### src/rtl/fft_frame_loader_if.sv
// Signal bundle between the audio sample stream, fft_frame_loader and the 16-point FFT core.
// Handshakes: sample_valid is a one-cycle strobe with no backpressure (an unstorable sample is dropped and counted); fft_start rises with frame0..15 and holds them stable until fft_done is sampled high.
interface fft_frame_loader_if #(
    parameter int SAMPLE_W   = 24,
    parameter int DROP_CNT_W = 8
);
    logic                  enable;
    logic [SAMPLE_W-1:0]   sample_in;
    logic                  sample_valid;
    logic                  fft_done;
    logic                  fft_start;
    logic [35:0]           frame0, frame1, frame2, frame3, frame4, frame5, frame6, frame7;
    logic [35:0]           frame8, frame9, frame10, frame11, frame12, frame13, frame14, frame15;
    logic                  busy;
    logic                  overflow;
    logic [DROP_CNT_W-1:0] drop_count;
    logic [1:0]            state_dbg;

    modport master (
        input  enable, sample_in, sample_valid, fft_done,
        output fft_start, busy, overflow, drop_count, state_dbg,
        output frame0, frame1, frame2, frame3, frame4, frame5, frame6, frame7,
        output frame8, frame9, frame10, frame11, frame12, frame13, frame14, frame15
    );

    modport slave (
        output enable, sample_in, sample_valid, fft_done,
        input  fft_start, busy, overflow, drop_count, state_dbg,
        input  frame0, frame1, frame2, frame3, frame4, frame5, frame6, frame7,
        input  frame8, frame9, frame10, frame11, frame12, frame13, frame14, frame15
    );
endinterface

### src/rtl/fft_frame_loader.sv
// Ping-pong frame collector for the 16-point FFT: converts samples to Q1.17 complex words,
// buffers two 16-entry banks and presents each full bank in bit-reversed order with a start/done handshake.
module fft_frame_loader #(
    parameter int SAMPLE_W   = 24,
    parameter int PRESCALE   = 4,
    parameter int DROP_CNT_W = 8
) (
    input  logic               clk,
    input  logic               reset,
    fft_frame_loader_if.master bus
);
    typedef enum logic [1:0] {IDLE = 2'd0, WAIT = 2'd1, RELEASE = 2'd2} state_t;

    state_t                state_q, state_d;
    logic [17:0]           mem_q [2][16];
    logic [17:0]           mem_d [2][16];
    logic [35:0]           frame_q [16];
    logic [35:0]           frame_d [16];
    logic [1:0]            full_q, full_d;
    logic                  wr_bank_q, wr_bank_d;
    logic [3:0]            wr_idx_q, wr_idx_d;
    logic                  sel_q, sel_d;
    logic                  start_q, start_d;
    logic                  busy_q, busy_d;
    logic                  overflow_q, overflow_d;
    logic [DROP_CNT_W-1:0] drop_q, drop_d;
    logic signed [17:0]    conv_real;
    logic                  accept, drop, load, load_bank;

    function automatic logic [3:0] bitrev4(input logic [3:0] k);
        return {k[0], k[1], k[2], k[3]};
    endfunction

    always_comb begin
        conv_real  = $signed(bus.sample_in[SAMPLE_W-1 -: 18]) >>> PRESCALE;
        accept     = bus.sample_valid && bus.enable && !full_q[wr_bank_q];
        drop       = bus.sample_valid && bus.enable && full_q[wr_bank_q];
        mem_d      = mem_q;
        frame_d    = frame_q;
        full_d     = full_q;
        wr_bank_d  = wr_bank_q;
        wr_idx_d   = wr_idx_q;
        state_d    = state_q;
        sel_d      = sel_q;
        start_d    = start_q;
        load       = 1'b0;
        load_bank  = 1'b0;
        overflow_d = drop;
        drop_d     = drop_q;

        if (!bus.enable) begin
            wr_idx_d = '0;
        end else if (accept) begin
            mem_d[wr_bank_q][wr_idx_q] = conv_real;
            wr_idx_d = wr_idx_q + 4'd1;
            if (wr_idx_q == 4'd15) begin
                full_d[wr_bank_q] = 1'b1;
                wr_bank_d         = !wr_bank_q;
            end
        end
        if (drop && (drop_q != '1)) drop_d = drop_q + DROP_CNT_W'(1);

        // Banks fill strictly alternately, so with both full the older one is the current write bank.
        case (state_q)
            IDLE: begin
                if (|full_q) begin
                    load      = 1'b1;
                    load_bank = (&full_q) ? wr_bank_q : full_q[1];
                end
            end
            WAIT: begin
                if (bus.fft_done) begin
                    start_d = 1'b0;
                    state_d = RELEASE;
                end
            end
            RELEASE: begin
                full_d[sel_q] = 1'b0;
                state_d       = IDLE;
                // A bank already waiting starts straight after the single low cycle.
                if (full_q[!sel_q]) begin
                    load      = 1'b1;
                    load_bank = !sel_q;
                end
            end
            default: state_d = IDLE;
        endcase

        if (load) begin
            sel_d   = load_bank;
            start_d = 1'b1;
            state_d = WAIT;
            for (int k = 0; k < 16; k++) frame_d[bitrev4(4'(k))] = {mem_q[load_bank][4'(k)], 18'h0};
        end
        busy_d = (state_d != IDLE);
    end

    always_ff @(posedge clk) begin
        if (reset) begin
            state_q    <= IDLE;
            full_q     <= '0;
            wr_bank_q  <= 1'b0;
            wr_idx_q   <= '0;
            sel_q      <= 1'b0;
            start_q    <= 1'b0;
            busy_q     <= 1'b0;
            overflow_q <= 1'b0;
            drop_q     <= '0;
            for (int b = 0; b < 2; b++)
                for (int k = 0; k < 16; k++) mem_q[b][k] <= '0;
            for (int k = 0; k < 16; k++) frame_q[k] <= '0;
        end else begin
            state_q    <= state_d;
            full_q     <= full_d;
            wr_bank_q  <= wr_bank_d;
            wr_idx_q   <= wr_idx_d;
            sel_q      <= sel_d;
            start_q    <= start_d;
            busy_q     <= busy_d;
            overflow_q <= overflow_d;
            drop_q     <= drop_d;
            mem_q      <= mem_d;
            frame_q    <= frame_d;
        end
    end

    generate
        if (SAMPLE_W > 18) begin : g_lsbs
            logic unused_lsbs;
            assign unused_lsbs = ^bus.sample_in[SAMPLE_W-19:0];
        end
    endgenerate

    assign bus.fft_start  = start_q;
    assign bus.busy       = busy_q;
    assign bus.overflow   = overflow_q;
    assign bus.drop_count = drop_q;
    assign bus.state_dbg  = state_q;
    assign bus.frame0     = frame_q[0];
    assign bus.frame1     = frame_q[1];
    assign bus.frame2     = frame_q[2];
    assign bus.frame3     = frame_q[3];
    assign bus.frame4     = frame_q[4];
    assign bus.frame5     = frame_q[5];
    assign bus.frame6     = frame_q[6];
    assign bus.frame7     = frame_q[7];
    assign bus.frame8     = frame_q[8];
    assign bus.frame9     = frame_q[9];
    assign bus.frame10    = frame_q[10];
    assign bus.frame11    = frame_q[11];
    assign bus.frame12    = frame_q[12];
    assign bus.frame13    = frame_q[13];
    assign bus.frame14    = frame_q[14];
    assign bus.frame15    = frame_q[15];
endmodule

### src/flat_wrapper.sv
// flat-port wrapper written by rule: the top's interface ports become plain ports
module fft_frame_loader_flat 
#(
    parameter int SAMPLE_W   = 24,
    parameter int PRESCALE   = 4,
    parameter int DROP_CNT_W = 8
)
  (clk, reset, bus_enable, bus_sample_in, bus_sample_valid, bus_fft_done, bus_fft_start, bus_busy, bus_overflow, bus_drop_count, bus_state_dbg, bus_frame0, bus_frame1, bus_frame2, bus_frame3, bus_frame4, bus_frame5, bus_frame6, bus_frame7, bus_frame8, bus_frame9, bus_frame10, bus_frame11, bus_frame12, bus_frame13, bus_frame14, bus_frame15);
  fft_frame_loader_if #(.SAMPLE_W(SAMPLE_W), .DROP_CNT_W(DROP_CNT_W)) bus_i ();
  input  logic clk;
  input  logic reset;
  input wire logic [$bits(bus_i.enable)-1:0] bus_enable;
  input wire logic [$bits(bus_i.sample_in)-1:0] bus_sample_in;
  input wire logic [$bits(bus_i.sample_valid)-1:0] bus_sample_valid;
  input wire logic [$bits(bus_i.fft_done)-1:0] bus_fft_done;
  output wire logic [$bits(bus_i.fft_start)-1:0] bus_fft_start;
  output wire logic [$bits(bus_i.busy)-1:0] bus_busy;
  output wire logic [$bits(bus_i.overflow)-1:0] bus_overflow;
  output wire logic [$bits(bus_i.drop_count)-1:0] bus_drop_count;
  output wire logic [$bits(bus_i.state_dbg)-1:0] bus_state_dbg;
  output wire logic [$bits(bus_i.frame0)-1:0] bus_frame0;
  output wire logic [$bits(bus_i.frame1)-1:0] bus_frame1;
  output wire logic [$bits(bus_i.frame2)-1:0] bus_frame2;
  output wire logic [$bits(bus_i.frame3)-1:0] bus_frame3;
  output wire logic [$bits(bus_i.frame4)-1:0] bus_frame4;
  output wire logic [$bits(bus_i.frame5)-1:0] bus_frame5;
  output wire logic [$bits(bus_i.frame6)-1:0] bus_frame6;
  output wire logic [$bits(bus_i.frame7)-1:0] bus_frame7;
  output wire logic [$bits(bus_i.frame8)-1:0] bus_frame8;
  output wire logic [$bits(bus_i.frame9)-1:0] bus_frame9;
  output wire logic [$bits(bus_i.frame10)-1:0] bus_frame10;
  output wire logic [$bits(bus_i.frame11)-1:0] bus_frame11;
  output wire logic [$bits(bus_i.frame12)-1:0] bus_frame12;
  output wire logic [$bits(bus_i.frame13)-1:0] bus_frame13;
  output wire logic [$bits(bus_i.frame14)-1:0] bus_frame14;
  output wire logic [$bits(bus_i.frame15)-1:0] bus_frame15;
  assign bus_i.enable = bus_enable;
  assign bus_i.sample_in = bus_sample_in;
  assign bus_i.sample_valid = bus_sample_valid;
  assign bus_i.fft_done = bus_fft_done;
  assign bus_fft_start = bus_i.fft_start;
  assign bus_busy = bus_i.busy;
  assign bus_overflow = bus_i.overflow;
  assign bus_drop_count = bus_i.drop_count;
  assign bus_state_dbg = bus_i.state_dbg;
  assign bus_frame0 = bus_i.frame0;
  assign bus_frame1 = bus_i.frame1;
  assign bus_frame2 = bus_i.frame2;
  assign bus_frame3 = bus_i.frame3;
  assign bus_frame4 = bus_i.frame4;
  assign bus_frame5 = bus_i.frame5;
  assign bus_frame6 = bus_i.frame6;
  assign bus_frame7 = bus_i.frame7;
  assign bus_frame8 = bus_i.frame8;
  assign bus_frame9 = bus_i.frame9;
  assign bus_frame10 = bus_i.frame10;
  assign bus_frame11 = bus_i.frame11;
  assign bus_frame12 = bus_i.frame12;
  assign bus_frame13 = bus_i.frame13;
  assign bus_frame14 = bus_i.frame14;
  assign bus_frame15 = bus_i.frame15;
  fft_frame_loader #(.SAMPLE_W(SAMPLE_W), .PRESCALE(PRESCALE), .DROP_CNT_W(DROP_CNT_W)) u_core (.clk(clk), .reset(reset), .bus(bus_i));
endmodule
### config.mk
export PLATFORM = sky130hd
export DESIGN_NAME = fft_frame_loader_flat
export DESIGN_NICKNAME = d
export VERILOG_FILES = /design/src/rtl/fft_frame_loader_if.sv /design/src/rtl/fft_frame_loader.sv /design/src/flat_wrapper.sv
export SDC_FILE = /design/constraint.sdc
export NUM_CORES = 1
export LEC_CHECK = 0
export ABC_CLOCK_PERIOD_IN_PS = 2600
export CORE_AREA = 2 2 239 241
export CTS_BUF_LIST = sky130_fd_sc_hd__clkbuf_2 sky130_fd_sc_hd__clkbuf_4 sky130_fd_sc_hd__clkbuf_8
export CTS_CLUSTER_DIAMETER = 60
export DETAILED_ROUTE_END_ITERATION = 7
export DIE_AREA = 0 0 241 243
export GPL_TIMING_DRIVEN = 1
export MAX_ROUTING_LAYER = met4
export PLACE_DENSITY = 0.57
export SYNTH_ARGS = -nofsm -noshare
export SYNTH_HDL_FRONTEND = slang
export SYNTH_SLANG_ARGS = --single-unit
### constraint.sdc
create_clock -name clk -period 2.6 [get_ports clk]
set_clock_uncertainty 0.1 [all_clocks]
set_input_delay 0.65 -clock clk [delete_from_list [all_inputs] [get_ports clk]]
set_output_delay 0.65 -clock clk [all_outputs]
set_load 0.02 [all_outputs]
==> results of run 1 <==
## layer usage
layer  wire length [um]  part of all wire, %  vias to the layer above
met4               1480                  3.1                        0
met1              20900                   44                     6444
li1                   -                    -                     6631
met5                  0                    0                        -
met3               3060                  6.4                       89
met2              22000                   46                      473
## state kept, by name, indices dropped and copies added (netlist names)
name	count
u_core.bus.state_dbg	2
u_core.sel_q	1
u_core.bus.drop_count	8
u_core.bus.frame4	14
u_core.bus.frame14	14
u_core.bus.frame12	14
u_core.wr_bank_q	1
u_core.bus.frame8	14
u_core.bus.frame10	14
u_core.bus.frame2	14
u_core.full_q	2
u_core.bus.frame0	14
u_core.wr_idx_q	4
u_core.bus.busy	1
u_core.bus.overflow	1
u_core.bus.frame6	14
u_core.mem_q	224
u_core.bus.fft_start	1
## through the flow
stage / cell area (sq um) / worst slack (ns)
after CTS: 19400 / 0.000517
after detailed placement: 18200 / 0.0205
after global placement: 18200 / 0.0500
after floorplan: 18900 / 0.593
after global routing: 19400 / 0.00163
final: 19400 / 0.0869
## area by class of cell
| type | instances | area [sq um] | share of cell area (%) |
|---|---|---|---|
| Multi-Input combinational cell | 1678 | 7570 | 39.0 |
| Sequential cell | 357 | 7150 | 36.8 |
| Timing Repair Buffer | 248 | 2530 | 13.0 |
| Clock buffer | 97 | 1180 | 6.10 |
| Tap cell | 756 | 946 | 4.87 |
| Inverter | 8 | 30.0 | 0.155 |
| Clock inverter | 3 | 17.5 | 0.0902 |
## power groups by stage
stage               clock network, W  registers, W  logic (W)
finish                       0.00505       0.00549   0.000892
detailed placement                 0       0.00561   0.000879
global route                 0.00546       0.00549   0.000954
floorplan                          0       0.00561    0.00120
CTS                          0.00523       0.00549   0.000879
global placement                   0       0.00561   0.000873
## layout by cell type, fill, tap and decap left out, drive strengths merged, types with 5 or more instances in the layout
| cell type | instances |
|---|---|
| nor2 | 127 |
| nand4 | 7 |
| inv | 8 |
| nor3 | 8 |
| a311oi | 115 |
| nand3 | 5 |
| ha | 5 |
| dfxtp | 357 |
| conb | 432 |
| and2 | 5 |
| a21oi | 234 |
| and4 | 5 |
| nand2 | 685 |
| clkdlybuf4s50 | 169 |
| buf | 74 |
| clkbuf | 97 |
## worst paths after layout
path | startpoint | to | cells after the start
worst max register to register | u_core.bus.state_dbg[1]$_SDFF_PP0_ | u_core.bus.frame10[18]$_SDFFE_PP0P_ | 6
worst max-delay path | u_core.bus.frame2[34]$_SDFFE_PP0P_ | bus_frame2[34] | 1
worst min register to register | u_core.mem_q[439]$_SDFFE_PP0P_ | u_core.mem_q[439]$_SDFFE_PP0P_ | 2
worst min-delay path | reset | u_core.bus.fft_start$_SDFFE_PP0P_ | 2
## kinds of logic (layout without fill, tap and decap cells)
family                     count (synthesis)  in the layout  synth area share, %
AOI/OAI and AO/OA                        358            358                 13.1
xor gates and xnor gates                   4              4                0.203
adders and majority gates                  5              5                0.362
buffers and inverters                    634            356                 24.3
DFF                                      357            357                 41.4
muxes                                      3              3                0.181
other                                      1            432               0.0217
and+or+nand+nor                          876            876                 20.5
==> summary.md, run 1 <==
| Metric | Value |
|---|---|
| CTS clk-pin slew, worst paths | `0.06 ns` |
| Initial DRC Count | `899` |
| GR Layer Usage met3 | `3.26%` |
| Flop2flop setup slack | `0.44 ns` |
| Arrival @ worst endpoint | `1.76 ns` |
| Die W | `241 um` |
| Worst-path cell with the longest stage delay | `clkdlybuf4s50_1` |
| DRC Markers | `0` |
| Hold Vio Cnt, Final | `0` |
| Pint | `0.00841 W` |
| Final slew viol count | `0` |
| CTS tree | `yes` |
| Hold Path Class | `input pin to flip-flop` |
| GR peak layer | `met2` |
| Met2 Use GR | `25.0%` |
| Fin Hold WS | `0.279 ns` |
| CTS buffer count | `61` |
| Fill count | `5788` |
| Net switching power | `0.00303 W` |
| Gp weighted congestion | `0.766` |
| Synth Warn # | `0` |
| Flop pwr share | `48.0%` |
| Slew Limit Headroom | `60.6%` |
| VDD IR max | `0.362 mV` |
| Global-route wire length before repair | `70.8 mm` |
| LEAKAGE | `6.85 nW` |
| Async set-reset flop share out of synthesis | `0%` |
| NumNets Final | `2388` |
| Power share of the clock group | `44.2%` |
| Power Dens Cells | `589 mW/mm^2` |
| Unrepaired setup endpoints after global routing | `no` |
| Worst setup EP type | `primary output` |
| IO Port Bufs | `175` |
| Net Sw Frac | `26.5%` |
| Crit path cell chain | `clkdlybuf4s50_1` |
| Detail Route Antenna Nets | `0` |
| Final Setup Violations | `0` |
| Root Buffer Master | `clkbuf_8` |
| Global route overflow | `0` |
| Max-cap violation count | `0` |
| Post-synth EDFFs | `0` |
| Fmax | `0.398 GHz` |
| Final WL | `47.4 mm` |
| CP max FO | `6` |
| Vias per inst | `4.33` |
| Post-layout util | `34.7%` |
| Syn Std Cell Area | `0.0173 sq mm` |
| Cell Count Post-Placement | `3047` |
| Share of layout cells above drive strength 1 | `7.86%` |
| I/O pins | `618` |
| Vias in the first global route | `12400` |
| Overall power | `0.0114 W` |
| Seq/Total Area, Yosys | `41.4%` |
| Post-CTS sizing | `2` |
| Dpl hpwl | `29.4 mm` |
| Antenna Cells | `0` |
| Row count | `87` |
| CP Class | `flip-flop to primary output` |
| Die Footprint | `0.0586 sq mm` |
| Hold_buf cts | `0` |
| WP data required | `1.85 ns` |
| Routed WL per cell | `15.1 um` |
| Tcrit/Tclk final | `96.7%` |
| Drt first pass iters | `5` |
| Startpoint Class | `flip-flop` |
| GR met1 Demand/Resource | `20.0%` |
| Mapped Cells | `2238` |
| Top_reg_cell synth | `dfxtp_1` |
| Syn-to-layout area delta | `12.4%` |
| Count of different cell masters after synthesis | `44` |
| Synth area leaders | `dfxtp_1 41%, buf_4 20%, nand2_1 15%` |
| Setup TNS Final | `0 ns` |
| CP delay by family, top | `buffers and inverters` |
| Worst-margin pin slew | `0.583 ns` |
| Core footprint | `0.0560 sq mm` |
| Initial antenna violation count | `1` |
| Commonest cells post-synth | `685 x nand2_1, 465 x buf_4, 357 x dfxtp_1` |
| Worst path max stage delay | `0.66 ns` |
| Clock Path Buffers | `3` |
| Post-route non-filler standard cell count | `3147` |
| Total number of vias | `13600` |
| Worst-Skew Late Latency | `0.64 ns` |
| Avg Cell Area, Syn | `7.72 sq um` |
| Initial core utilization | `30.9%` |
| Status | `complete, no violations` |
| GRT Overall Usage | `15.9%` |
| Largest net degree at the start of global routing | `115` |
| WP buf/inv | `1` |
| Cell type with the largest total area after synthesis | `dfxtp_1` |
| Die Ht | `243 um` |
| Yosys top cell area share | `41.4%` |
| H-tree levels | `2` |
| TritonCTS Sinks | `357` |
| Number of setup buffers added after CTS | `0` |
| FF+latch count, synth | `357` |
| Final worst path period need | `2.51 ns` |
| Logic pwr share | `7.8%` |
| Count leader, synth | `nand2_1` |
(Power assumes the default switching activity.)
==> run 2: changes to the inputs <==
--- a/config.mk
+++ b/config.mk
@@ -8,3 +8,3 @@
 export ABC_CLOCK_PERIOD_IN_PS = 2600
-export CORE_AREA = 2 2 239 241
+export CORE_AREA = 2 2 237 239
 export CTS_BUF_LIST = sky130_fd_sc_hd__clkbuf_2 sky130_fd_sc_hd__clkbuf_4 sky130_fd_sc_hd__clkbuf_8
@@ -12,6 +12,6 @@
 export DETAILED_ROUTE_END_ITERATION = 7
-export DIE_AREA = 0 0 241 243
+export DIE_AREA = 0 0 239 241
 export GPL_TIMING_DRIVEN = 1
 export MAX_ROUTING_LAYER = met4
-export PLACE_DENSITY = 0.57
+export PLACE_DENSITY = 0.58
 export SYNTH_ARGS = -nofsm -noshare
--- a/constraint.sdc
+++ b/constraint.sdc
@@ -4,2 +4,2 @@
 set_output_delay 0.65 -clock clk [all_outputs]
-set_load 0.02 [all_outputs]
+set_load 0.05 [all_outputs]
==> run 2 against run 1 <==
  * Die area is 1.6% lower
  * Worst hold slack better by 0.065 ns
  * First-iteration DRC count is 2.3% lower
  * Combinational power is 93% higher
  * Utilization is 0.77 points higher
  * Sequential cell count stayed put
  * Critical path depth stayed put
  * Global-route usage is 0.12 points higher
  * Sequential share of layout area is 0.10 points lower
  * Count of clock-buffer cells in the layout stayed put
  * Sequential power hardly changed
  * Critical path type unchanged
==> summary.md, run 2 (synthesized netlist as in run 1, its figures left out) <==
| Metric | Value |
|---|---|
| Status | `complete, no violations` |
| Crit path cell chain | `clkdlybuf4s50_1` |
| Pre-CTS setup slack | `0.0878 ns (+0.0672 ns)` |
| Number of setup buffers added after CTS | `0 (unchanged)` |
| Dpl hpwl | `29.6 mm (+0.66%)` |
| Flop pwr share | `42.5% (-5.5 points)` |
| Final Cell Area | `0.0195 sq mm (+0.26%)` |
| Startpoint Class | `flip-flop` |
| Unrepaired setup endpoints after global routing | `no` |
| Core footprint | `0.0549 sq mm (-1.9%)` |
| Drt first pass iters | `6 (+1)` |
| Net Sw Frac | `30.8% (+4.3 points)` |
| Final slew viol count | `0 (unchanged)` |
| Final Setup Violations | `0 (unchanged)` |
| Initial antenna violation count | `0 (-1)` |
| Largest register FFs | `224 (unchanged)` |
| I/O pins | `618 (unchanged)` |
| Setup TNS Final | `0 ns (unchanged)` |
| Hold Path Class | `input pin to flip-flop` |
| Tcrit/Tclk final | `97.2% (+0.50 points)` |
| Detail Route Antenna Nets | `0 (unchanged)` |
| WP data required | `1.85 ns (about the same)` |
| CP max FO | `1 (-5)` |
| CP Class | `flip-flop to primary output` |
| FF-to-FF path depth | `6 (unchanged)` |
| Syn-to-layout area delta | `12.7%` |
| Vias in the first global route | `12300 (-1.1%)` |
| Power share of the clock group | `44.2% (about the same)` |
| Vias per inst | `4.42 (+2.0%)` |
| DRC Markers | `0 (unchanged)` |
| Die W | `239 um (-0.83%)` |
| Routed WL per cell | `15.3 um (+1.5%)` |
| CTS clk-pin slew, worst paths | `0.06 ns (about the same)` |
| Clock Path Buffers | `3 (unchanged)` |
| WP buf/inv | `1 (unchanged)` |
| Fin worst setup slack | `0.0738 ns (-0.0131 ns)` |
| VDD IR max | `0.313 mV (-14%)` |
| Total number of vias | `13700 (+0.73%)` |
| Worst-path cell with the longest stage delay | `clkdlybuf4s50_1` |
| Fmax | `0.396 GHz (-0.52%)` |
| Commonest cells after routing, fill and taps aside | `685 x nand2_1, 432 x conb_1, 357 x dfxtp_1` |
| Cell Count Post-Placement | `2996 (-1.7%)` |
| TritonCTS Sinks | `357 (unchanged)` |
| Worst-margin pin slew | `0.649 ns (+0.0658 ns)` |
| Worst-Skew Late Latency | `0.66 ns (+0.02 ns)` |
| Hold_buf cts | `0 (unchanged)` |
| Critical Path Stages | `1 (unchanged)` |
| Reg with most FFs | `u_core.mem_q` |
| Post-DP Area | `0.0182 sq mm (about the same)` |
| CTS tree | `yes` |
| Root Buffer Master | `clkbuf_8` |
| Hold Vio Cnt, Final | `0 (unchanged)` |
| Hold Path Cell Cnt | `2 (unchanged)` |
| Slew Limit Headroom | `56.8% (-3.9 points)` |
| Die Footprint | `0.0576 sq mm (-1.6%)` |
| LEAKAGE | `7.76 nW (+13%)` |
| Pint | `0.00893 W (+6.2%)` |
| Initial DRC Count | `878 (-2.3%)` |
| Largest net degree at the start of global routing | `99 (-14%)` |
| Global-route wire length before repair | `69.6 mm (-1.6%)` |
| Power Dens Cells | `663 mW/mm^2 (+13%)` |
| Final WL | `47.5 mm (+0.16%)` |
| Global route overflow | `0 (unchanged)` |
| Antenna Cells | `0 (unchanged)` |
| Worst setup EP type | `primary output` |
| Initial core utilization | `31.5% (+0.60 points)` |
| Max-cap violation count | `0 (unchanged)` |
| NumNets Final | `2389 (+0.042%)` |
| H-tree levels | `2 (unchanged)` |
| Worst path max stage delay | `0.80 ns (+0.14 ns)` |
| CTS buffer count | `61 (unchanged)` |
| Row count | `86 (-1.1%)` |
| Final worst path period need | `2.53 ns (+0.0131 ns)` |
| Die Ht | `241 um (-0.82%)` |
| CP delay by family, top | `buffers and inverters` |
| Net switching power | `0.00398 W (+31%)` |
| Arrival @ worst endpoint | `1.78 ns (+0.02 ns)` |
| Most common cell after layout, fill and taps aside | `nand2_1` |
| Post-route non-filler standard cell count | `3107 (-1.3%)` |
| Logic pwr share | `13.3% (+5.5 points)` |
| Share of layout cells above drive strength 1 | `8.32% (+0.46 points)` |
| IO Port Bufs | `175 (unchanged)` |
| GRT Overall Usage | `16.0% (+0.12 points)` |
| Gp weighted congestion | `0.756 (-1.3%)` |
-- run 2: cell types whose count changed in the layout (fill, tap and decap cells not counted), sizes merged --
cell / before / now
bufinv: 0 / 3
clkinv: 2 / 8
clkinvlp: 1 / 3
clkdlybuf4s15: 0 / 1
buf: 74 / 75
dlygate4sd2: 1 / 137
clkdlybuf4s50: 169 / 25
dlymetal6s2s: 4 / 11
-- run 2: layout make-up --
class / count / area [sq um]
inverter: 8 / 30.0
multi-input combinational: 1678 / 7570
fill: 5707 / 35400
sequential: 357 / 7150
clock inverter: 14 / 160
timing repair buffer: 249 / 2430
clock buffer: 97 / 1250
tap: 704 / 881
-- run 2: through the flow --
step           utilization (%)  hold WS [ns]  power, W
2_1_floorplan                -         0.332   0.00763
6_report                  35.5         0.345    0.0129
3_5_place_dp              33.2         0.347   0.00730
3_3_place_gp              33.2         0.338   0.00730
4_1_cts                   35.4         0.314    0.0130
5_1_grt                   35.5         0.339    0.0134
-- run 2: worst reg2reg max path: stages, from the launching register on --
cell      delay, ns
dfxtp_1        0.39
a21bo_2        0.29
a211oi_4       0.36
buf_12         0.30
buf_12         0.27
nor2_1         0.08
a311oi_1       0.26
-- run 2: power by group through the flow --
stage | registers (W) | clock network (W) | logic [W]
after global placement | 0.00561 | 0 | 0.00169
after floorplan | 0.00561 | 0 | 0.00203
after CTS | 0.00549 | 0.00586 | 0.00169
after global routing | 0.00549 | 0.00609 | 0.00178
after detailed placement | 0.00561 | 0 | 0.00169
final | 0.00549 | 0.00570 | 0.00172
-- run 2: final timing paths --
kind,to,slack [ns],from
max,bus_busy,0.07,u_core.bus.busy$_SDFF_PP0_
min,u_core.sel_q$_SDFFE_PP0P_,0.34,reset
max reg2reg,u_core.bus.frame6[24]$_SDFFE_PP0P_,0.45,u_core.full_q[1]$_SDFF_PP0_
min reg2reg,u_core.mem_q[506]$_SDFFE_PP0P_,0.35,u_core.mem_q[506]$_SDFFE_PP0P_
-- run 2: repair_timing --
item	4_1_cts	5_1_grt
setup endpoints to repair	138	11
resized for setup	140	11
pin swaps	0	0
-- run 2: routing by layer --
layer,vias up,part of all wire [%],track usage [%]
met4,0,1.9,4.77
met3,65,6.9,3.29
met2,566,48,25.5
met1,6461,44,20.5
met5,-,0,-
li1,6645,-,-
==> run 3: changes to the inputs <==
- ABC_CLOCK_PERIOD_IN_PS: 2600 -> 2800
- clock period: 2.6 -> 2.8 ns (I/O delays scaled with it)
==> run 3 against run 2 <==
  * Utilization decreased by 0.21 points
  * Sequential cell count unchanged
  * Combinational power shrank 8%
  * Sequential power is 7.1% lower
  * Highest routed layer unchanged
  * First-iteration DRC count is 9.9% lower
  * Worst hold slack improved by 0.0072 ns
  * Count of clock-buffer cells in the layout increased by 4
==> summary.md, run 3 (synthesized netlist as in run 1, its figures left out) <==
| Metric | Value |
|---|---|
| Antenna Cells | `0 (unchanged)` |
| Hold Path Cell Cnt | `2 (unchanged)` |
| Reg with most FFs | `u_core.mem_q` |
| Root Buffer Master | `clkbuf_8` |
| CTS buffer count | `61 (unchanged)` |
| Initial antenna violation count | `0 (unchanged)` |
| Fill count | `5714 (+0.12%)` |
| Share of layout cells above drive strength 1 | `7.97% (-0.35 points)` |
| Final WL | `47.0 mm (-1.0%)` |
| Most common cell after layout, fill and taps aside | `nand2_1` |
| Final Setup Violations | `0 (unchanged)` |
| Commonest cells after routing, fill and taps aside | `685 x nand2_1, 432 x conb_1, 357 x dfxtp_1` |
| Die Footprint | `0.0576 sq mm (unchanged)` |
| H-tree levels | `2 (unchanged)` |
| Final slew viol count | `0 (unchanged)` |
| NumNets Final | `2386 (-0.13%)` |
| CTS tree | `yes` |
| Global route overflow | `0 (unchanged)` |
| Worst-Skew Late Latency | `0.64 ns (-0.02 ns)` |
| Core footprint | `0.0549 sq mm (unchanged)` |
| Gp weighted congestion | `0.745 (-1.4%)` |
| Initial core utilization | `31.5% (unchanged)` |
| Row count | `86 (unchanged)` |
| Worst-margin pin slew | `0.739 ns (+0.0907 ns)` |
| Largest net degree at the start of global routing | `94 (-5.1%)` |
| Worst setup EP type | `primary output` |
| WP data required | `2.00 ns (+0.15 ns)` |
| Syn-to-layout area delta | `12.1%` |
| Detail Route Antenna Nets | `0 (unchanged)` |
| Drt first pass iters | `5 (-1)` |
| Global-route wire length before repair | `68.3 mm (-1.8%)` |
| Initial DRC Count | `791 (-9.9%)` |
| Setup TNS Final | `0 ns (unchanged)` |
| Critical Path Stages | `1 (unchanged)` |
| Tcrit/Tclk final | `96.6%` |
| Hold Path Class | `flip-flop to flip-flop` |
| Power Dens Cells | `598 mW/mm^2 (-9.8%)` |
| CP max FO | `7 (+6)` |
| Max-cap violation count | `0 (unchanged)` |
| VDD IR max | `0.321 mV (+2.6%)` |
| WP buf/inv | `1 (unchanged)` |
| Fmax | `0.370 GHz` |
| Worst-path cell with the longest stage delay | `clkdlybuf4s50_1` |
| CP delay by family, top | `buffers and inverters` |
| Slew Limit Headroom | `50.7% (-6.0 points)` |
| Vias in the first global route | `12000 (-1.9%)` |
| Pre-CTS setup slack | `0.226 ns (+0.138 ns)` |
| Post-layout util | `35.3% (-0.21 points)` |
| TritonCTS Sinks | `357 (unchanged)` |
| Hold Vio Cnt, Final | `0 (unchanged)` |
| CP Class | `flip-flop to primary output` |
| Startpoint Class | `flip-flop` |
| IO Port Bufs | `175 (unchanged)` |
| Routed WL per cell | `15.2 um (-0.76%)` |
| FF-to-FF path depth | `6 (unchanged)` |
| Final worst path period need | `2.71 ns` |
| Vias per inst | `4.37 (-1.3%)` |
| Arrival @ worst endpoint | `1.91 ns (+0.13 ns)` |
| Fin worst setup slack | `0.0942 ns (+0.0204 ns)` |
| Largest register FFs | `224 (unchanged)` |
| Die W | `239 um (unchanged)` |
| Dpl hpwl | `29.5 mm (-0.47%)` |
| Unrepaired setup endpoints after global routing | `no` |
| Crit path cell chain | `clkdlybuf4s50_1` |
| CTS clk-pin slew, worst paths | `0.06 ns (about the same)` |
| Clock Path Buffers | `3 (unchanged)` |
| Total number of vias | `13500 (-1.5%)` |
| GRT Overall Usage | `15.8% (-0.22 points)` |
| Worst path max stage delay | `0.85 ns (+0.05 ns)` |
| DRC Markers | `0 (unchanged)` |
| LEAKAGE | `7.05 nW (-9.1%)` |
| Status | `complete, no violations` |
| I/O pins | `618 (unchanged)` |
| Die Ht | `241 um (unchanged)` |
## run 3: through the flow
stage | instance area (sq um) | total power [W] | hold slack (ns) | std cells
after CTS | 19300 | 0.0117 | 0.354 | 3099
final | 19400 | 0.0116 | 0.352 | 3099
after global placement | 18100 | 0.00677 | 0.339 | 2993
after floorplan | 18900 | 0.00709 | 0.332 | 2669
after detailed placement | 18100 | 0.00677 | 0.347 | 2993
after global routing | 19400 | 0.0120 | 0.370 | 3099
## run 3: worst paths after layout
check | startpoint | endpoint | slack, ns
setup / recovery | u_core.bus.drop_count[6]$_SDFFE_PP0P_ | bus_drop_count[6] | 0.09
hold / removal | u_core.mem_q[515]$_SDFFE_PP0P_ | u_core.mem_q[515]$_SDFFE_PP0P_ | 0.35
setup reg to reg | u_core.wr_idx_q[1]$_SDFFE_PP0N_ | u_core.mem_q[260]$_SDFFE_PP0P_ | 0.51
hold reg to reg | u_core.mem_q[515]$_SDFFE_PP0P_ | u_core.mem_q[515]$_SDFFE_PP0P_ | 0.35
## run 3: repair_timing
| action | in CTS | in global routing |
|---|---|---|
| gates resized for setup | 17 | 9 |
| buffers inserted | 0 | 0 |
| endpoints found under the setup margin | 18 | 13 |
| hold buffers | 0 | 0 |
## run 3: cell type report
type	count	area, sq um	area share, %
Inverter	8	30.0	0.155
Tap cell	704	881	4.55
Clock inverter	5	52.6	0.271
Timing Repair Buffer	246	2450	12.7
Multi-Input combinational cell	1678	7570	39.1
Clock buffer	101	1230	6.34
Sequential cell	357	7150	36.9
## run 3: power breakdown
part	internal [W]	leakage (nW)	switching, W
logic	0.0000831	3.49	0.00150
clock network	0.00282	0.685	0.00208
registers	0.00509	2.88	0.00000639
total	0.00800	7.05	0.00358
## run 3: per-layer routing
| metal | vias up | global-route usage, % | wire length (um) |
|---|---|---|---|
| met1 | 6367 | 19.7 | 20500 |
| li1 | 6626 | - | - |
| met3 | 80 | 3.28 | 3090 |
| met2 | 456 | 24.9 | 21900 |
| met5 | - | - | 0 |
| met4 | 0 | 6.65 | 1570 |
==> RTL change 1 (config.mk and constraints of run 3) <==
`DROP_CNT_W` is set to 8 in 3 places; all go to 9.
--- a/src/rtl/fft_frame_loader_if.sv
+++ b/src/rtl/fft_frame_loader_if.sv
@@ -2,7 +2,7 @@
 // Handshakes: sample_valid is a one-cycle strobe with no backpressure (an unstorable sample is dropped and counted); fft_start rises with frame0..15 and holds them stable until fft_done is sampled high.
 interface fft_frame_loader_if #(
     parameter int SAMPLE_W   = 24,
-    parameter int DROP_CNT_W = 8
+    parameter int DROP_CNT_W = 9
 );
     logic                  enable;
     logic [SAMPLE_W-1:0]   sample_in;
--- a/src/rtl/fft_frame_loader.sv
+++ b/src/rtl/fft_frame_loader.sv
@@ -3,7 +3,7 @@
 module fft_frame_loader #(
     parameter int SAMPLE_W   = 24,
     parameter int PRESCALE   = 4,
-    parameter int DROP_CNT_W = 8
+    parameter int DROP_CNT_W = 9
 ) (
     input  logic               clk,
     input  logic               reset,
--- a/src/flat_wrapper.sv
+++ b/src/flat_wrapper.sv
@@ -3,7 +3,7 @@
 #(
     parameter int SAMPLE_W   = 24,
     parameter int PRESCALE   = 4,
-    parameter int DROP_CNT_W = 8
+    parameter int DROP_CNT_W = 9
 )
   (clk, reset, bus_enable, bus_sample_in, bus_sample_valid, bus_fft_done, bus_fft_start, bus_busy, bus_overflow, bus_drop_count, bus_state_dbg, bus_frame0, bus_frame1, bus_frame2, bus_frame3, bus_frame4, bus_frame5, bus_frame6, bus_frame7, bus_frame8, bus_frame9, bus_frame10, bus_frame11, bus_frame12, bus_frame13, bus_frame14, bus_frame15);
   fft_frame_loader_if #(.SAMPLE_W(SAMPLE_W), .DROP_CNT_W(DROP_CNT_W)) bus_i ();
Ports: changed (resized bus_drop_count); port bits go from 618 to 619. No check against the original RTL was run, so the function may have changed too.
==> RTL change 1 against run 3 <==
  * Worst setup slack improved by 0.012 ns
  * Final area up 0.47%
  * Final cell count about the same
  * Critical endpoint is now bus_frame14[32]
  * Sequential cell count increased by 1
  * Clock power increased by 6.3%
  * Wire length up 4.4%
  * Synthesized area shrank 0.14%
  * Non-clock buffer count down 1
  * Synthesized cell count is 0.40% higher
  * Global-route usage up 0.85 points
  * Sequential power hardly changed
  * Total power is 2.7% higher
==> RTL change 1: results (changes against run 3) <==
[setup_path]
crit_start=u_core.bus.frame14[34]
critPathMaxFanout=6  ; -1
rrSetupSlack_ns=0.54  ; +0.03 ns
r2r_start=u_core.full_q[1]
reg2regPathDepth=5  ; -1

[power]
power_leakage_nw=7.52  ; +6.6%

[placement]
place_congestion=0.762  ; +2.3%
place_worst_setup_slack_ns=0.211  ; -0.0145 ns
hpwl_mm=30.2  ; +2.3%
portBuffers=176  ; +0.57%

[hold_path]
min_to=u_core.mem_q[160]
worstHoldStart=u_core.mem_q[160]

[synth]
synth_compound_area_frac=0.154  ; +0.0236
synth-seq-area-share=0.415  ; +0.00176
synthMuxAreaShare=0.00174  ; -0.0000699
ys_top_cells_by_count=nand2_1 (567), buf_4 (473), dfxtp_1 (358)
netlist_top_cells_area=dfxtp_1 (42%), buf_4 (21%), nand2_1 (12%)

[global_routing]
grt_usage=0.167  ; +0.00855
met3_usage=0.0360  ; +0.00320
grt_max_degree=72  ; -23%
grt_antenna_before_repair=1  ; +1
use_met1=0.203  ; +0.00631
grt_pass1_vias=12400  ; +3.0%
grt_pass1_wl_mm=72.0  ; +5.4%

[layout]
n_fill_cell=5709  ; -0.088%
fin_nets=2381  ; -0.21%

[clock_tree]
cts_resized=34  ; +17
numCtsBuffers=60  ; -1.6%

[route]
wl_per_cell_um=15.9  ; +4.5%
vias=13700  ; +1.4%
first_iter_violations=826  ; +4.4%

[status]
status=completed

[sta]
hold_slack_ns=0.353  ; +0.000892 ns

==> RTL change 1: how the worst max path moves through the flow <==
stage	endpoint	slack (ns)	depth (start not counted)
floorplan	u_core.bus.drop_count[5]	0.54	7
global placement	u_core.mem_q[566]	0.27	8
detailed placement	u_core.mem_q[570]	0.21	8
CTS	bus_frame14[32]	0.006	1
global route	bus_frame6[34]	0.003	1
finish	bus_frame14[32]	0.11	1
==> RTL change 1: logic make-up (layout without fill, tap and decap cells) <==
group                    count (synthesis)  count (layout)
AND/OR/NAND/NOR                        759             759
buffers and inverters                  646             359
AO/OA/AOI/OAI                          467             467
flip-flops                             358             358
XOR/XNOR                                 7               7
adder cells (fa/ha/maj)                  6               6
multiplexers                             3               3
other                                    1             433
==> RTL change 1: power breakdown <==
group          switching (mW)  internal (mW)  total [mW]
clock network            2.15           3.07        5.21
registers             0.00637           5.11        5.11
logic                    1.49         0.0786        1.57
==> RTL change 1: layout make-up <==
cell class / instances / area share
multi-input combinational: 1674 / 0.384
clock buffer: 96 / 0.0615
antenna: 1 / 0.000129
tap: 704 / 0.0453
sequential: 358 / 0.368
inverter: 7 / 0.00135
timing repair buffer: 245 / 0.130
clock inverter: 11 / 0.00875
==> RTL change 1: metrics by stage <==
step | total power [mW] | util | cells
2_1_floorplan | 7.10 | - | 2678
3_3_place_gp | 6.78 | 0.330 | 2988
3_5_place_dp | 6.78 | 0.330 | 2988
4_1_cts | 12.1 | 0.354 | 3095
5_1_grt | 12.4 | 0.355 | 3096
6_report | 11.9 | 0.355 | 3096
==> RTL change 1: per-layer routing <==
metal | up-vias | share of wire | routed length (um)
li1 | 6596 | - | -
met1 | 6517 | 0.42 | 20500
met2 | 522 | 0.49 | 23800
met3 | 85 | 0.071 | 3500
met4 | 0 | 0.025 | 1250
met5 | - | 0 | 0
==> RTL change 2 (config.mk and constraints of run 3) <==
Made on the original files. Reset style: asynchronous (`reset`), changed in one clocked block.
--- a/src/rtl/fft_frame_loader.sv
+++ b/src/rtl/fft_frame_loader.sv
@@ -95,7 +95,7 @@
         busy_d = (state_d != IDLE);
     end
 
-    always_ff @(posedge clk) begin
+    always_ff @(posedge clk or posedge reset) begin
         if (reset) begin
             state_q    <= IDLE;
             full_q     <= '0;
Function: not settled (the Yosys comparison gave no result); the edit may change what the design does.
==> RTL change 2 against run 3 <==
  * Final area rose by 9.9%
  * Total power is 13% higher
  * Utilization rose by 3.5 points
  * Worst setup slack better by 0.017 ns
  * Wire length shrank 16%
  * First-iteration DRC count fell by 52%
  * Largest power group unchanged
  * Critical path type unchanged
  * Sequential cell count stayed put
  * Synthesized area increased by 9.4%
==> RTL change 2: results (changes against run 3) <==
[status]
status=completed

[synth]
netlist_top_cells_area=dfrtp_1 (47%), buf_4 (18%), mux2_2 (18%)
netlist_instances=1430  ; -36%
ys_top_cells_by_count=buf_4 (464), dfrtp_1 (357), mux2_2 (305)
yosysTopAreaCellShare=0.472  ; +0.0588
async_reset_ff_frac=1.00  ; +1.00

[layout]
fin_nets=1679  ; -30%
multi_input_area_um2=7780  ; +2.7%
drive_above_1_share=0.365  ; +0.285

[route]
drt_first_pass_iters=4  ; -1
wl_mm=39.4  ; -16%
vias=9677  ; -28%
dr_wl_met3_mm=1.93  ; -38%
met2RoutedLength_mm=19.8  ; -9.5%
met1Wirelength_mm=16.9  ; -18%
first_iter_violations=382  ; -52%

[placement]
place_congestion=0.738  ; -0.98%
postPlaceCellArea_um2=20000  ; +11%
place_worst_setup_slack_ns=0.143  ; -0.0829 ns

[global_routing]
grt_max_degree=101  ; +7.4%
grt_usage=0.137  ; -0.0215
grt_pass1_vias=9389  ; -22%

[setup_path]
reg2regPathDepth=5  ; -1
critPathMaxFanout=6  ; -1
critical_path_arrival_ns=1.89  ; -0.02 ns

[clock_tree]
numCtsBuffers=66  ; +8.2%
htreeDepth=3  ; +1

[power]
power_leakage_nw=10.8  ; +53%
peakVddDrop_mv=0.285  ; -11%

[sta]
slew_headroom=0.568  ; +0.0611

-- RTL change 2: cell families (layout without fill, tap and decap cells) --
kind of cell | after synthesis | count (layout) | share of synthesized area
buf+inv | 529 | 347 | 0.202
compound gates | 11 | 11 | 0.00371
other cells | 1 | 432 | 0.000198
xor+xnor | 8 | 8 | 0.00371
flops | 357 | 357 | 0.472
fa+ha+maj | 5 | 5 | 0.00331
simple gates | 66 | 66 | 0.0173
mux | 453 | 453 | 0.297
-- RTL change 2: layer usage --
metal	global-route usage	vias to the layer above
li1	-	4354
met3	0.0341	59
met5	-	-
met2	0.220	306
met1	0.168	4958
met4	0.0451	0
-- RTL change 2: worst paths after layout --
path / endpoint / startpoint / slack [ns]
hold reg to reg: u_core.mem_q[441] / u_core.mem_q[441] / 0.38
setup / recovery: bus_frame6[34] / u_core.bus.frame6[34] / 0.11
max in group asynchronous: u_core.wr_idx_q[2] / reset / 1.37
min in group clk: u_core.mem_q[441] / u_core.mem_q[441] / 0.38
setup reg to reg: u_core.bus.frame12[27] / u_core.wr_bank_q / 0.28
hold / removal: u_core.mem_q[166] / reset / 0.34
-- RTL change 2: final cells by class --
class / instances / share of cell area
flip-flops and latches: 357 / 0.420
multi-input cells: 975 / 0.365
repair buffers: 237 / 0.113
clock buffers: 95 / 0.0567
well taps: 704 / 0.0414
clock inverters: 7 / 0.00217
inverters: 8 / 0.00159
-- RTL change 2: power groups by stage --
stage	registers (mW)	clock network (mW)	logic, mW
2_1_floorplan	5.89	0	2.63
3_3_place_gp	5.91	0	2.45
3_5_place_dp	5.95	0	2.49
4_1_cts	5.86	5.01	2.49
5_1_grt	5.91	5.24	2.62
6_report	5.86	4.80	2.46
